$ cat config.mk
export PLATFORM = sky130hd
export DESIGN_NAME = seg7_display_driver
export DESIGN_NICKNAME = d
export VERILOG_FILES = /design/src/rtl/seg7_display_driver_pkg.sv /design/src/rtl/bin_to_bcd_serial.sv /design/src/rtl/seg7_display_driver.sv
export SDC_FILE = /design/constraint.sdc
export NUM_CORES = 1
export LEC_CHECK = 0
export CORE_MARGIN = 2
export CORE_UTILIZATION = 54
export CTS_CLUSTER_DIAMETER = 80
export DETAILED_ROUTE_END_ITERATION = 6
export PLACE_DENSITY = 0.87
export REMOVE_ABC_BUFFERS = 1
export SLEW_MARGIN = 10
export SYNTH_ARGS = -nofsm -noshare
export SYNTH_HDL_FRONTEND = slang
export SYNTH_SLANG_ARGS = --single-unit
$ cat constraint.sdc
create_clock -name boardCLK -period 2.2 [get_ports boardCLK]
set_input_delay 0.66 -clock boardCLK [delete_from_list [all_inputs] [get_ports boardCLK]]
set_output_delay 0.66 -clock boardCLK [all_outputs]
set_load 0.02 [all_outputs]
$ cat src/rtl/seg7_display_driver_pkg.sv
// -----------------------------------------------------------------------------
// seg7_display_driver_pkg
//   Shared definitions for the seven-segment display driver:
//   - conversion FSM state encoding (2-bit)
//   - active-low segment lookup table ({g,f,e,d,c,b,a}) and the blank pattern
//   - default refresh period in board-clock cycles per digit slot
// -----------------------------------------------------------------------------
package seg7_display_driver_pkg;

  typedef enum logic [1:0] {
    ST_IDLE  = 2'd0,
    ST_LOAD  = 2'd1,
    ST_SHIFT = 2'd2,
    ST_DONE  = 2'd3
  } state_t;

  localparam logic [6:0] SEG_BLANK = 7'h7F;

  // Glyphs 0-9, A, b, C, d, E, F; a 0 bit lights the segment.
  localparam logic [6:0] SEG_TABLE [16] = '{
    7'h40, 7'h79, 7'h24, 7'h30, 7'h19, 7'h12, 7'h02, 7'h78,
    7'h00, 7'h10, 7'h08, 7'h03, 7'h46, 7'h21, 7'h06, 7'h0E
  };

  // 1 ms per digit slot at 100 MHz.
  localparam int DEFAULT_REFRESH_COUNT = 100000;

  function automatic logic [6:0] seg_encode(input logic [3:0] nibble);
    return SEG_TABLE[nibble];
  endfunction

endpackage

$ cat src/rtl/bin_to_bcd_serial.sv
// -----------------------------------------------------------------------------
// bin_to_bcd_serial
//   Serial double-dabble converter, one input bit per clock.
//   Ports:
//     clk, reset    clock and synchronous active-high reset (abandons work)
//     start         load value, clear the BCD accumulator
//     value         binary input, sampled on start
//     done          high during the cycle whose edge performs the final shift
//     hundreds/tens/units  BCD result, valid once the final shift has happened
//   Three BCD nibbles cover an 8-bit input (0..255).
// -----------------------------------------------------------------------------
module bin_to_bcd_serial #(
  parameter int DATA_WIDTH = 8
) (
  input  logic                  clk,
  input  logic                  reset,
  input  logic                  start,
  input  logic [DATA_WIDTH-1:0] value,
  output logic                  done,
  output logic [3:0]            hundreds,
  output logic [3:0]            tens,
  output logic [3:0]            units
);

  localparam int CNT_W = $clog2(DATA_WIDTH + 1);

  logic [DATA_WIDTH-1:0] shift_q;
  logic [11:0]           bcd_q;
  logic [11:0]           bcd_adj;
  logic [CNT_W-1:0]      bits_left_q;

  // Add-3 correction: any nibble >= 5 would overflow past 9 when doubled.
  // NOTE: every combinational output gets a default first so no path leaves
  // it unassigned; otherwise synthesis infers a latch.
  always_comb begin
    bcd_adj = bcd_q;
    for (int i = 0; i < 3; i++) begin
      if (bcd_q[i*4 +: 4] >= 4'd5) begin
        bcd_adj[i*4 +: 4] = bcd_q[i*4 +: 4] + 4'd3;
      end
    end
  end

  // NOTE: sequential state uses non-blocking assignments so every register
  // samples pre-edge values regardless of statement order.
  always_ff @(posedge clk) begin
    if (reset) begin
      shift_q     <= '0;
      bcd_q       <= '0;
      bits_left_q <= '0;
    end else if (start) begin
      shift_q     <= value;
      bcd_q       <= '0;
      bits_left_q <= CNT_W'(DATA_WIDTH);
    end else if (bits_left_q != '0) begin
      bcd_q       <= {bcd_adj[10:0], shift_q[DATA_WIDTH-1]};
      shift_q     <= shift_q << 1;
      bits_left_q <= bits_left_q - CNT_W'(1);
    end
  end

  assign done     = (bits_left_q == CNT_W'(1));
  assign units    = bcd_q[3:0];
  assign tens     = bcd_q[7:4];
  assign hundreds = bcd_q[11:8];

endmodule

$ cat src/rtl/seg7_display_driver.sv
// -----------------------------------------------------------------------------
// seg7_display_driver
//   Shows an output-register value on a 4-digit multiplexed seven-segment
//   display, in decimal (serial double-dabble) or hex. Converted digits are
//   committed to the digit register in a single edge, so a scan never mixes
//   two values.
//   Ports:
//     boardCLK    board clock (single domain)
//     reset       synchronous, active-high
//     valueIn     value to display
//     hexMode     1 = hex, 0 = decimal
//     blankZeros  1 = blank leading zeros (digit 0 never blanked)
//     segments    active-low {g,f,e,d,c,b,a}, registered with anodes
//     anodes      active-low one-hot, bit 0 = rightmost digit
//     busy        high while a conversion is in flight (LOAD/SHIFT/DONE)
// -----------------------------------------------------------------------------
module seg7_display_driver
  import seg7_display_driver_pkg::*;
#(
  parameter int DATA_WIDTH    = 8,
  parameter int NUM_DIGITS    = 4,
  parameter int REFRESH_COUNT = DEFAULT_REFRESH_COUNT
) (
  input  logic                  boardCLK,
  input  logic                  reset,
  input  logic [DATA_WIDTH-1:0] valueIn,
  input  logic                  hexMode,
  input  logic                  blankZeros,
  output logic [6:0]            segments,
  output logic [NUM_DIGITS-1:0] anodes,
  output logic                  busy
);

  localparam int IDX_W = (NUM_DIGITS > 1) ? $clog2(NUM_DIGITS) : 1;
  localparam int CNT_W = $clog2(REFRESH_COUNT);

  // Conversion control
  state_t                      state_q, state_d;
  logic [DATA_WIDTH-1:0]       captured_value_q;
  logic                        captured_mode_q;
  logic                        dirty_q;
  logic                        capture, conv_start, commit;
  logic                        conv_done;
  logic [3:0]                  bcd_h, bcd_t, bcd_u;
  logic [7:0]                  hex_src;
  logic [NUM_DIGITS-1:0][3:0]  commit_digits;

  // Display side
  logic [NUM_DIGITS-1:0][3:0]  digits_q;
  logic                        shown_q;     // a commit has happened since reset
  logic [NUM_DIGITS-1:0]       zero_from;   // digit i and everything above are 0
  logic [CNT_W-1:0]            refresh_q;
  logic                        refresh_wrap;
  logic [IDX_W-1:0]            scan_idx_q, next_idx;
  logic [6:0]                  next_seg;

  // ---------------------------------------------------------------------------
  // Conversion FSM
  // ---------------------------------------------------------------------------
  always_comb begin
    state_d    = state_q;
    capture    = 1'b0;
    conv_start = 1'b0;
    commit     = 1'b0;
    unique case (state_q)
      ST_IDLE: begin
        // Inputs that moved while busy are picked up here on re-compare.
        if (dirty_q || (valueIn != captured_value_q) || (hexMode != captured_mode_q)) begin
          capture = 1'b1;
          state_d = ST_LOAD;
        end
      end
      ST_LOAD: begin
        if (captured_mode_q) begin
          state_d = ST_DONE;
        end else begin
          conv_start = 1'b1;
          state_d    = ST_SHIFT;
        end
      end
      ST_SHIFT: begin
        if (conv_done) state_d = ST_DONE;
      end
      ST_DONE: begin
        commit  = 1'b1;
        state_d = ST_IDLE;
      end
      default: state_d = ST_IDLE;
    endcase
  end

  bin_to_bcd_serial #(
    .DATA_WIDTH (DATA_WIDTH)
  ) u_bcd (
    .clk      (boardCLK),
    .reset    (reset),
    .start    (conv_start),
    .value    (captured_value_q),
    .done     (conv_done),
    .hundreds (bcd_h),
    .tens     (bcd_t),
    .units    (bcd_u)
  );

  // Digits to commit: hex {0,0,hi,lo}; decimal {0,hundreds,tens,units}.
  always_comb begin
    hex_src       = 8'(captured_value_q);
    commit_digits = '0;
    if (captured_mode_q) begin
      commit_digits[0] = hex_src[3:0];
      commit_digits[1] = hex_src[7:4];
    end else begin
      commit_digits[0] = bcd_u;
      commit_digits[1] = bcd_t;
      commit_digits[2] = bcd_h;
    end
  end

  always_ff @(posedge boardCLK) begin
    if (reset) begin
      state_q          <= ST_IDLE;
      captured_value_q <= '0;
      captured_mode_q  <= 1'b0;
      dirty_q          <= 1'b1;   // forces a conversion right after reset
      // NOTE: the digit register is small and drives the display directly, so
      // it is reset like any control register rather than left undefined.
      digits_q         <= '0;
      shown_q          <= 1'b0;
    end else begin
      state_q <= state_d;
      if (capture) begin
        captured_value_q <= valueIn;
        captured_mode_q  <= hexMode;
        dirty_q          <= 1'b0;
      end
      if (commit) begin
        digits_q <= commit_digits;
        shown_q  <= 1'b1;
      end
    end
  end

  assign busy = (state_q != ST_IDLE);

  // ---------------------------------------------------------------------------
  // Scan and segment encoding
  // ---------------------------------------------------------------------------
  always_comb begin
    logic run;
    run       = 1'b1;
    zero_from = '0;
    for (int i = NUM_DIGITS - 1; i >= 0; i--) begin
      run          = run && (digits_q[i] == 4'd0);
      zero_from[i] = run;
    end
  end

  assign refresh_wrap = (refresh_q == CNT_W'(REFRESH_COUNT - 1));

  // Segments are computed for the slot about to start, so they are loaded on
  // the same edge as the anode they belong to.
  always_comb begin
    next_idx = (scan_idx_q == IDX_W'(NUM_DIGITS - 1)) ? '0 : scan_idx_q + IDX_W'(1);
    if (!shown_q || (blankZeros && (next_idx != '0) && zero_from[next_idx])) begin
      next_seg = SEG_BLANK;
    end else begin
      next_seg = seg_encode(digits_q[next_idx]);
    end
  end

  always_ff @(posedge boardCLK) begin
    if (reset) begin
      refresh_q  <= '0;
      scan_idx_q <= '0;
      anodes     <= '1;
      segments   <= SEG_BLANK;
    end else if (refresh_wrap) begin
      refresh_q  <= '0;
      scan_idx_q <= next_idx;
      anodes     <= ~(NUM_DIGITS'(1) << next_idx);
      segments   <= next_seg;
    end else begin
      refresh_q  <= refresh_q + CNT_W'(1);
    end
  end

endmodule

==> flow_metrics.tcl <==
set metrics [dict create \
    status "finished with violations" \
    violations "negative setup slack" \
    grt_pass1_vias 3329 \
    postRouteAntennaNets 0 \
    antenna_found_initial 0 \
    avgSynthCellArea_sq_um 8.57 \
    num_antenna_cells 0 \
    grt_use_total_pct 21.9 \
    grt_pass1_wl_um 14700 \
    layout_commonest_cell "dfxtp_1" \
    crit_fanout 4 \
    worst-path-buf-inv 4 \
    ff2ff_path_depth 11 \
    place_congestion 0.840 \
    drt_first_pass_iters 5 \
    grt_overflow 0 \
    synth_edf_count 0 \
    fin_crit_sh_pct 102 \
    drt-wirelength-per-cell_um 14.4 \
    async_flop_share_pct 0 \
    ctsHoldBuffers 0 \
    reg2reg_to "segments[3]" \
    cp.depth 11 \
    netlist_instances 466 \
    fp-row-count 31 \
    path_class "reg2reg" \
    hold_viol_final 0 \
    cts_buffer_depth 2 \
    synthDistinctLibCells 55 \
    crit_start "scan_idx_q[1]" \
    ys.flop_type "dfxtp_1" \
    critPathTopFamily "compound AO/OA/AOI/OAI gates" \
    dp_slack_ns -0.180 \
    synth_warnings 0 \
    powerDensity_nw_per_um2 900 \
    grt_max_degree 25 \
    skew_ns 0.00695 \
    power_leakage_uw 0.00188 \
    cts_tree "done" \
    syn_area_sq_um 4000 \
    coreArea_sq_um 7210 \
    die_x_um 90.0 \
    drc 0 \
    hp-class "reg2reg" \
    rsz0062_at_grt "yes" \
    slowest_delay_ns 0.35 \
    worst_pin_slew_ns 0.619 \
    portBuffers 23 \
    worst_setup_path_start_kind "flip-flop" \
    synth_area_leaders "dfxtp_1, ha_1, nor2_1" \
    final_cell_mix "dfxtp_1, nor2_1, nand2_1, buf_4, a21oi_1" \
    setup_viol 1 \
    cts_sinks 79 \
    ioPinCount 24 \
    synth_top_area_share_pct 39.6 \
    r2r_start "scan_idx_q[1]" \
    yosysSeqAreaShare_pct 39.6 \
    path_clk_slew_ns 0.08 \
    critical-path-slowest-cell "dfxtp_2" \
    p_total_uw 4340 \
    placed_area_sq_um 4490 \
    drtIter0Drc 126 \
    crit_path_cell_trace "inv_2 -> ha_4 -> buf_4 -> nor4b_1 -> a221o_2 -> inv_2 -> ha_1 -> inv_1 -> nor2_2 -> o32ai_2 -> a21oi_1" \
    utilization_pct 66.8 \
    start_util_pct 55.4 \
    drv_cap 0 \
    dp_hpwl_um 6130 \
    drt_wl_total_um 8980 \
    critical_path.endpoint "segments[3]" \
    yosys.area.top_type "dfxtp_1" \
    path_common_cell "inv_2" \
    h-tree-depth 3 \
    clk_latency_ns 0.36 \
    max-slew-margin-rel_pct 58.6 \
    cts-buffers-inserted 9 \
    worstPathRequired_ns 2.44 \
    vias 3439 \
    report.final.slew_viol_count 0 \
    r2r_slack_ns -0.04 \
    die_h_um 90.0 \
    max_clock_freq_mhz 447 \
    fin_crit_ns 2.24 \
    end_kind "flip-flop" \
    synth.ff_latch_count 79 \
    drive_gt1_share_pct 15.9 \
    layout.nets 554 \
    worst_slack_ns -0.0384 \
    syn_to_final_growth_pct 20.7 \
    peakVddDrop_mv 0.564 \
    arrival_ns 2.48 \
    finalInstanceArea_sq_um 4820 \
    dieArea_sq_um 8100 \
    cts-root-buf "clkbuf_8" \
    vias_per_cell 5.53 \
]
-- worst reg2reg max path, delay by kind of cell, from the launching register on --
family	cells	cell delay, ns
buffers and inverters	4	0.37
and+or+nand+nor	2	0.37
AOI/OAI and AO/OA	3	0.59
adders and majority gates	2	0.43
DFF	1	0.35
-- sequential cells by signal (all words and copies together), names as in the netlist, 4 cells and up --
| name | count |
|---|---|
| refresh_q | 17 |
| u_bcd.bcd_q | 12 |
| u_bcd.shift_q | 8 |
| digits_q | 12 |
| anodes | 4 |
| u_bcd.bits_left_q | 4 |
| segments | 7 |
| captured_value_q | 8 |
-- how the worst min path moves through the flow --
stage | startpoint | endpoint | slack (ns) | depth (start not counted)
floorplan | refresh_q[0] | refresh_q[0] | 0.41 | 1
global placement | refresh_q[0] | refresh_q[0] | 0.42 | 1
detailed placement | refresh_q[0] | refresh_q[0] | 0.44 | 1
CTS | refresh_q[0] | refresh_q[0] | 0.45 | 1
global route | refresh_q[0] | refresh_q[0] | 0.48 | 1
finish | refresh_q[0] | refresh_q[0] | 0.44 | 1
-- cells by family after synthesis --
| kind of cell | Yosys count | share of synthesized area, % |
|---|---|---|
| AO/OA/AOI/OAI | 90 | 14.8 |
| XOR/XNOR | 27 | 5.92 |
| adder cells (fa/ha/maj) | 24 | 7.52 |
| buffers and inverters | 45 | 4.95 |
| flip-flops | 79 | 39.6 |
| multiplexers | 20 | 5.04 |
| AND/OR/NAND/NOR | 181 | 22.2 |
-- metrics by stage --
stage | instances | hold WS (ns) | setup TNS (ns)
after floorplan | 442 | 0.413 | -2.03
after global placement | 598 | 0.424 | -0.593
after CTS | 614 | 0.452 | 0
after global routing | 622 | 0.485 | -0.268
after detailed placement | 598 | 0.436 | -1.36
final | 622 | 0.444 | -0.0384
-- repair_timing --
action | in CTS | in global routing
buffers inserted | 0 | 9
resized for setup | 5 | 27
pin swaps | 1 | 11
endpoints found under the setup margin | 6 | 7
-- power breakdown --
| group | leakage (uW) | internal [uW] | switching [uW] |
|---|---|---|---|
| Sequential | 0.000644 | 1630 | 165 |
| Clock | 0.0000918 | 434 | 543 |
| Combinational | 0.00114 | 653 | 921 |
| Total | 0.00188 | 2710 | 1630 |
-- area by class of cell --
type,instances,area (sq um)
inverters,21,78.8
well taps,99,124
clock buffers,10,138
multi-input cells,342,2300
fillers,581,2390
clock inverters,6,36.3
flip-flops and latches,79,1580
repair buffers,65,556
-- metal layers --
layer  routed length (um)  GRT usage, %  vias to the layer above
li1                     -             -                     1712
met1                 3750          25.5                     1633
met2                 4690          39.2                       79
met3                  376          4.61                       15
met4                  155          8.33                        0
met5                    0             0                        -
-- synth_stat cells (6+ instances only) --
library cell	count
xnor2_1	9
nand3_1	7
nor2_1	74
nor2b_1	10
clkbuf_1	14
mux2i_1	19
nor3_1	7
inv_1	21
a311oi_1	7
ha_1	24
a21oi_1	33
nand4_1	6
dfxtp_1	79
xor2_1	18
nand2b_1	6
o21ai_0	13
nand2_1	38
a211oi_1	12
(Power assumes the default switching activity.)
